===== config.mk =====
export PLATFORM = sky130hd
export DESIGN_NAME = text_ram_arbiter
export DESIGN_NICKNAME = d
export VERILOG_FILES = /design/src/rtl/text_ram_arbiter.sv
export SDC_FILE = /design/constraint.sdc
export NUM_CORES = 1
export LEC_CHECK = 0
export ABC_CLOCK_PERIOD_IN_PS = 2000
export BUFFER_PORTS_ARGS = -buffer_cell sky130_fd_sc_hd__buf_2
export CORE_UTILIZATION = 25
export CTS_CLUSTER_DIAMETER = 50
export DETAILED_ROUTE_END_ITERATION = 7
export PLACE_DENSITY = 0.39
export SLEW_MARGIN = 10
export SYNTH_ARGS = -nofsm -noshare
export SYNTH_HDL_FRONTEND = slang
export SYNTH_SLANG_ARGS = --single-unit

===== constraint.sdc =====
create_clock -name clk -period 2 [get_ports clk]
set_clock_uncertainty 0.15 [all_clocks]
set_input_delay 0.1 -clock clk [delete_from_list [all_inputs] [get_ports clk]]
set_output_delay 0.1 -clock clk [all_outputs]
set_load 0.02 [all_outputs]

===== src/rtl/text_ram_arbiter.sv =====
// Single-port character-RAM arbiter: display reads always win, then the clear
// sweep, then queued keyboard writes drained from a small FIFO.
module text_ram_arbiter #(
  parameter int ADDR_W     = 6,
  parameter int DATA_W     = 8,
  parameter int FIFO_DEPTH = 4
) (
  input  logic                          clk,
  input  logic                          reset,
  input  logic                          rd_req,
  input  logic [ADDR_W-1:0]             rd_addr,
  output logic [DATA_W-1:0]             rd_data,
  output logic                          rd_valid,
  input  logic                          wr_req,
  input  logic [ADDR_W-1:0]             wr_addr,
  input  logic [DATA_W-1:0]             wr_data,
  output logic                          wr_ready,
  input  logic                          clr_req,
  output logic                          clr_busy,
  output logic                          clr_done,
  output logic                          overflow,
  output logic [$clog2(FIFO_DEPTH):0]   fifo_level,
  output logic                          ram_en,
  output logic                          ram_we,
  output logic [ADDR_W-1:0]             ram_addr,
  output logic [DATA_W-1:0]             ram_wdata,
  input  logic [DATA_W-1:0]             ram_rdata
);

  localparam int PTR_W = (FIFO_DEPTH > 1) ? $clog2(FIFO_DEPTH) : 1;
  localparam int LVL_W = $clog2(FIFO_DEPTH) + 1;

  typedef enum logic {IDLE, CLEAR} state_t;

  state_t              state_reg, state_next;
  logic [ADDR_W-1:0]   clr_cnt_reg, clr_cnt_next;
  logic [PTR_W-1:0]    wr_ptr_reg, rd_ptr_reg;
  logic [LVL_W-1:0]    level_reg;
  logic                rd_p1_reg, rd_p2_reg;

  logic [ADDR_W-1:0]   fifo_addr_mem [FIFO_DEPTH];
  logic [DATA_W-1:0]   fifo_data_mem [FIFO_DEPTH];

  logic fifo_full, fifo_empty, push, grant_rd, grant_clr, grant_pop, clr_last;
  logic [ADDR_W-1:0]   head_addr;
  logic [DATA_W-1:0]   head_data;

  assign fifo_full  = (level_reg == LVL_W'(FIFO_DEPTH));
  assign fifo_empty = (level_reg == '0);
  assign push       = wr_req && !fifo_full;
  assign head_addr  = fifo_addr_mem[rd_ptr_reg];
  assign head_data  = fifo_data_mem[rd_ptr_reg];

  // One RAM operation per cycle; reads are never held off.
  assign grant_rd   = rd_req;
  assign grant_clr  = !rd_req && (state_reg == CLEAR);
  assign grant_pop  = !rd_req && (state_reg == IDLE) && !fifo_empty;
  assign clr_last   = grant_clr && (clr_cnt_reg == {ADDR_W{1'b1}});

  assign wr_ready   = !fifo_full;
  assign fifo_level = level_reg;
  assign clr_busy   = (state_reg == CLEAR);

  always_comb begin
    state_next   = state_reg;
    clr_cnt_next = clr_cnt_reg;
    case (state_reg)
      IDLE: begin
        if (clr_req) begin
          state_next   = CLEAR;
          clr_cnt_next = '0;
        end
      end
      CLEAR: begin
        if (clr_last) begin
          state_next   = IDLE;
          clr_cnt_next = '0;
        end else if (grant_clr) begin
          clr_cnt_next = clr_cnt_reg + ADDR_W'(1);
        end
      end
      default: state_next = IDLE;
    endcase
  end

  // FIFO storage carries no reset; occupancy is tracked by the pointers.
  always_ff @(posedge clk) begin
    if (push) begin
      fifo_addr_mem[wr_ptr_reg] <= wr_addr;
      fifo_data_mem[wr_ptr_reg] <= wr_data;
    end
  end

  always_ff @(posedge clk or negedge reset) begin
    if (!reset) begin
      state_reg   <= IDLE;
      clr_cnt_reg <= '0;
      wr_ptr_reg  <= '0;
      rd_ptr_reg  <= '0;
      level_reg   <= '0;
      overflow    <= 1'b0;
      ram_en      <= 1'b0;
      ram_we      <= 1'b0;
      ram_addr    <= '0;
      ram_wdata   <= '0;
      rd_p1_reg   <= 1'b0;
      rd_p2_reg   <= 1'b0;
      rd_valid    <= 1'b0;
      rd_data     <= '0;
      clr_done    <= 1'b0;
    end else begin
      state_reg   <= state_next;
      clr_cnt_reg <= clr_cnt_next;

      if (push)
        wr_ptr_reg <= wr_ptr_reg + PTR_W'(1);
      if (grant_pop)
        rd_ptr_reg <= rd_ptr_reg + PTR_W'(1);
      case ({push, grant_pop})
        2'b10:   level_reg <= level_reg + LVL_W'(1);
        2'b01:   level_reg <= level_reg - LVL_W'(1);
        default: level_reg <= level_reg;
      endcase

      // A push against a full FIFO is lost even if a pop frees a slot this cycle.
      if (wr_req && fifo_full)
        overflow <= 1'b1;

      ram_en <= grant_rd || grant_clr || grant_pop;
      ram_we <= grant_clr || grant_pop;
      if (grant_rd) begin
        ram_addr <= rd_addr;
      end else if (grant_clr) begin
        ram_addr  <= clr_cnt_reg;
        ram_wdata <= '0;
      end else if (grant_pop) begin
        ram_addr  <= head_addr;
        ram_wdata <= head_data;
      end

      // Request -> RAM port -> RAM output register -> rd_data.
      rd_p1_reg <= grant_rd;
      rd_p2_reg <= rd_p1_reg;
      rd_valid  <= rd_p2_reg;
      if (rd_p2_reg)
        rd_data <= ram_rdata;

      clr_done <= clr_last;
    end
  end

endmodule


# Word level (Yosys, flattened, before mapping)
# Memories as Yosys holds them, arrays and structs flattened.
# Cells that the tools add are included.
[word_totals]
n_memories = 2
output_inout_bits = 32
ram_bits = 56
reg_bits = 43
[op_classes]
n_reduce_logical = 18
muxes = 15
eq_ne = 6
addsub = 5
n_bitwise = 2
[mem_list]
columns = ["memory", "depth", "word_bits", "rd", "rd_ports_with_merged_regs", "write_ports", "line", "source"]
rows = [
  ["fifo_data_mem", 4, 8, 1, 0, 1, "42", "logic [DATA_W-1:0] fifo_data_mem [FIFO_DEPTH];"],
  ["fifo_addr_mem", 4, 6, 1, 0, 1, "41", "logic [ADDR_W-1:0] fifo_addr_mem [FIFO_DEPTH];"],
]
[ops]
columns = ["operator", "n"]
rows = [
  ["$mux 6", 6],
  ["$mux 8", 2],
  ["$pmux 6 s2", 1],
  ["$add 6x1->6 const B", 1],
  ["$eq 6x6->1 const B", 1],
  ["$logic_and 1x1->1", 6],
  ["$pmux 3 s2", 1],
  ["$add 2x1->2 const B", 2],
  ["$mux 1", 4],
  ["$reduce_and 2->1", 2],
  ["$reduce_bool 2->1", 2],
  ["$add 3x1->3 const B", 1],
  ["$eq 3x3->1 const B", 1],
  ["$logic_not 1->1", 3],
  ["$logic_not 3->1", 1],
  ["$logic_or 1x1->1", 3],
  ["$ne 3x1->1 const B", 1],
  ["$reduce_bool 3->1", 1],
  ["$sub 3x1->3 const B", 1],
  ["$eq 2x1->1 const B", 1],
  ["$eq 2x2->1 const B", 1],
  ["$ne 2x2->1 const B", 1],
  ["$not 1->1", 2],
  ["$pmux 1 s2", 1],
]

# Longest topological paths before layout
[logic_depth]
ltp_word = 6
mapped_depth = 9
ltp_nobuf = 9

# Least setup slack after synthesis
# OpenSTA, ideal clock, no wires.
[synth_path]
kind = "flip-flop to flip-flop"
start = "register state_reg, in the netlist clr_busy"
end = "register level_reg[2], in the netlist fifo_level[2]"
path_slack_ns = -0.239
arrival_ns = 2.009
stages_incl_launch_ff = 10
setup_time_ns = 0.080
required_ns = 1.770
path_buffers = 2
synth_period_minus_slack_ns = 2.239
cell_sequence = "dfrtp_1 -> buf_4 -> nor3_1 -> buf_2 -> ha_1 -> inv_1 -> fa_1 -> xor2_1 -> nor2_1 -> xor2_1"
[synth_between]
elab_chain_cells = 5
word_cells_on_any_way = 7
[synth_rtl]
columns = ["element", "line", "source"]
rows = [
  ["start, declared", "35", "state_t state_reg, state_next;"],
  ["start signal, assigned", "112", "state_reg <= state_next;"],
  ["$not 1->1 *", "n/a", ""],
  ["$logic_and 1x1->1 * (2 in a row)", "57", "assign grant_pop = !rd_req && (state_reg == IDLE) && !fifo_empty;"],
  ["named net grant_pop", "44", "logic fifo_full, fifo_empty, push, grant_rd, grant_clr, grant_pop, clr_last;"],
  ["$eq 2x1->1 or $eq 2x2->1 (tied branches)", "119", "case ({push, grant_pop})"],
  ["$pmux 3 s2 or $reduce_bool 2->1 (tied branches)", "n/a", ""],
  ["end signal, assigned", "120", "2'b10: level_reg <= level_reg + LVL_W'(1);"],
  ["end signal, assigned", "121", "2'b01: level_reg <= level_reg - LVL_W'(1);"],
  ["end signal, assigned", "122", "default: level_reg <= level_reg;"],
  ["end, declared", "38", "logic [LVL_W-1:0] level_reg;"],
]
# Mark *: on every way through the listed nets, which the timed path passes. The rest lies on a longest branch.
# A chain may end at the register's enable or synchronous reset.

# Worst setup path in the final report
[layout_path]
start = "register level_reg[1], in the netlist fifo_level[1]"
end = "register level_reg[2], in the netlist fifo_level[2]"
[layout_between]
elab_chain_cells = 5
word_cells_on_any_way = 12
[layout_rtl]
columns = ["element", "line"]
rows = [
  ["$eq 3x3->1 or $logic_not 3->1 (tied branches)", "48, 49"],
  ["$logic_not 1->1 (on tied branches)", "50, 57"],
  ["$logic_and 1x1->1 (on tied branches)", "50, 57"],
  ["$eq 2x1->1 or $eq 2x2->1 (tied branches)", "119"],
  ["$pmux 3 s2 or $reduce_bool 2->1 (tied branches)", "n/a"],
]
# Several ways; a longest one is shown, not always the timed one.

==> impl_metrics.env <==
export IMPL_die_width_um=128
export IMPL_grt_use_total=0.116
export IMPL_synth_common_cells="edfxtp_1, dfrtp_1, nand2_1"
export IMPL_synth_edff_count=56
export IMPL_syn_to_final_growth_pct=33.8
export IMPL_path_clk_slew_ps=70
export IMPL_drt_wl_total_mm=8.67
export IMPL_insertion_delay_ps=340
export IMPL_fin_crit_sh=0.951
export IMPL_power_density_nw_per_um2=1110
export IMPL_stdcell_area_um2=5330
export IMPL_finalNetCount=409
export IMPL_hold_viol=0
export IMPL_grt_pass1_wl_mm=13.8
export IMPL_numCtsBuffers=9
export IMPL_core_area_um2=15400
export IMPL_yosys_warnings=0
export IMPL_rsz0062_at_grt="yes"
export IMPL_routed_via_density=4.15
export IMPL_regArea_um2=2760
export IMPL_synth_ff_type="edfxtp_1"
export IMPL_peakVddDrop_mv=0.449
export IMPL_dp_hpwl_mm=5.80
export IMPL_synth_top_cell_area_share=0.423
export IMPL_placed_area_um2=4650
export IMPL_cap_violations=0
export IMPL_path_class="reg -> reg"
export IMPL_synth_area_leaders="edfxtp_1, dfrtp_1, mux2_2"
export IMPL_cp_start_kind="register"
export IMPL_initial_utilization=0.259
export IMPL_drt_pass1_iterations=6
export IMPL_max_flop_register="fifo_data_mem"
export IMPL_critPathMaxFanout=4
export IMPL_multi_input_area_um2=1170
export IMPL_io_buffers=64
export IMPL_final_max_slew_viol_count=0
export IMPL_dieArea_um2=16400
export IMPL_vias=2429
export IMPL_synth_most_common_cell="edfxtp_1"
export IMPL_cts_htree_levels=3
export IMPL_power_total_uw=5890
export IMPL_postRouteAntennaNets=0
export IMPL_grt_pass1_vias=2453
export IMPL_fill_cells=1496
export IMPL_largest_reg_flops=32
export IMPL_syn_nets=296
export IMPL_timing_final_ws_setup_ps=97.8
export IMPL_leakagePower_uw=0.00212
export IMPL_num_rows=45
export IMPL_setup_tns_ps=0
export IMPL_drt_iter0_markers=104
export IMPL_routedWlPerCell_um=14.8
export IMPL_report_final_setup_viol=0
export IMPL_slew_headroom=0.503
export IMPL_netlist_instances=256
export IMPL_crit_required_ps=2110
export IMPL_cts_sinks=99
export IMPL_n_antenna_cell=0
export IMPL_max_freq_mhz=526
export IMPL_gp_congestion=0.756
export IMPL_min_period_ps=1900
export IMPL_die_h_um=128
export IMPL_hold_class="in -> async"
export IMPL_clock_path_buffers=2
export IMPL_drive_above_1_share=0.382
export IMPL_gr_total_overflow=0
export IMPL_syn_area_um2=3980
export IMPL_cts_root_buffer="clkbuf_16"
export IMPL_yosys_register_bits=99
export IMPL_worstMarginPinSlew_ps=746
export IMPL_io_pins=65
export IMPL_syn_avg_cell_area_um2=15.5
export IMPL_ys_seq_area_frac=0.693
export IMPL_antenna_found_initial=0
export IMPL_yosysUniqueCellTypes=38
export IMPL_outcome="completed"
export IMPL_grt_max_degree=31
export IMPL_cts_tree="yes"
export IMPL_synth_top_cell_by_area="edfxtp_1"
export IMPL_place_ws_ps=56.6
export IMPL_cp_arrival_ps=2020
export IMPL_cp_end_kind="register"
export IMPL_ys_async_sr_fraction=0.434
export IMPL_drcViolationCount=0
export IMPL_top_regs="fifo_data_mem (32), fifo_addr_mem (24)"
-- cells by family (layout without fill, tap and decap cells) --
group                      Yosys count  count (layout)  share of synthesized area
DFF                                 99              99                      0.693
xor gates and xnor gates             8               8                     0.0176
muxes                               31              31                      0.115
buffers and inverters               20             138                     0.0258
and+or+nand+nor                     60              60                     0.0717
adders and majority gates            7               7                     0.0239
AOI/OAI and AO/OA                   31              31                     0.0534
-- per-stage QoR --
step           utilization  cells  hold slack, ps
3_3_place_gp         0.303    533            70.0
2_1_floorplan            -    256            -346
6_report             0.346    585             199
5_1_grt              0.346    585             205
3_5_place_dp         0.303    533            61.0
4_1_cts              0.343    581             201
-- worst max-delay path: stages, from the launching register on --
cell,delay [ps]
dfrtp_2,440
nor3_4,70
nor3_4,220
ha_4,180
inv_2,40
fa_2,320
xor2_1,150
nor2_1,110
xor2_1,160
-- report_power, final --
group	total (uW)	switching, uW	internal [uW]
combinational	1370	725	647
sequential	2820	232	2590
clock	1700	741	964
total	5890	1700	4200
-- layer usage --
layer / routed length, um / global-route usage / up-vias
li1: - / - / 1173
met1: 3990 / 0.147 / 1188
met3: 384 / 0.0259 / 15
met4: 227 / 0.0678 / 0
met2: 4070 / 0.183 / 53
met5: 0 / 0 / -
-- area by class of cell --
cell class,count,share of cell area
Multi-Input combinational cell,137,0.221
Timing Repair Buffer,114,0.150
Clock inverter,7,0.0129
Tap cell,211,0.0496
Clock buffer,9,0.0423
Sequential cell,99,0.519
Inverter,8,0.00564
-- final timing paths --
check                           cells after the start                        end  slack [ps]                      start
max in group asynchronous                           3     rd_data[0]$_DFFE_PN0P_         830                      reset
worst max register to register                      8  fifo_level[2]$_DFFE_PN0P_         100  fifo_level[1]$_DFFE_PN0P_
worst min register to register                      0        rd_p2_reg$_DFF_PN0_         200        rd_p1_reg$_DFF_PN0_
worst max-delay path                                8  fifo_level[2]$_DFFE_PN0P_         100  fifo_level[1]$_DFFE_PN0P_
worst min-delay path                                2    ram_addr[1]$_DFFE_PN0P_         200                      reset
min in group clk                                    0        rd_p2_reg$_DFF_PN0_         200        rd_p1_reg$_DFF_PN0_
-- timing repair --
action | 4_1_cts | 5_1_grt
hold buffers | 32 | 0
hold endpoints to repair | 101 | 0
setup buffers | 0 | 4
endpoints found under the setup margin | 0 | 1
resized for setup | 0 | 7
-- cells in the final DEF, fill, tap and decap left out, types with 3 or more instances in the layout --
master,instances
edfxtp_1,56
nand2_1,26
buf_4,16
nand2b_1,3
a222oi_1,6
dfrtp_2,3
nor2_1,12
buf_2,64
dlygate4sd3_1,32
mux4_2,8
o21ai_0,10
xor2_1,4
mux2_4,5
and3_1,4
mux2_2,17
dfrtp_1,40
ha_1,5
inv_1,7
a31oi_1,7
clkbuf_16,9
xnor2_1,4
Power figures use the tool's default switching activity.
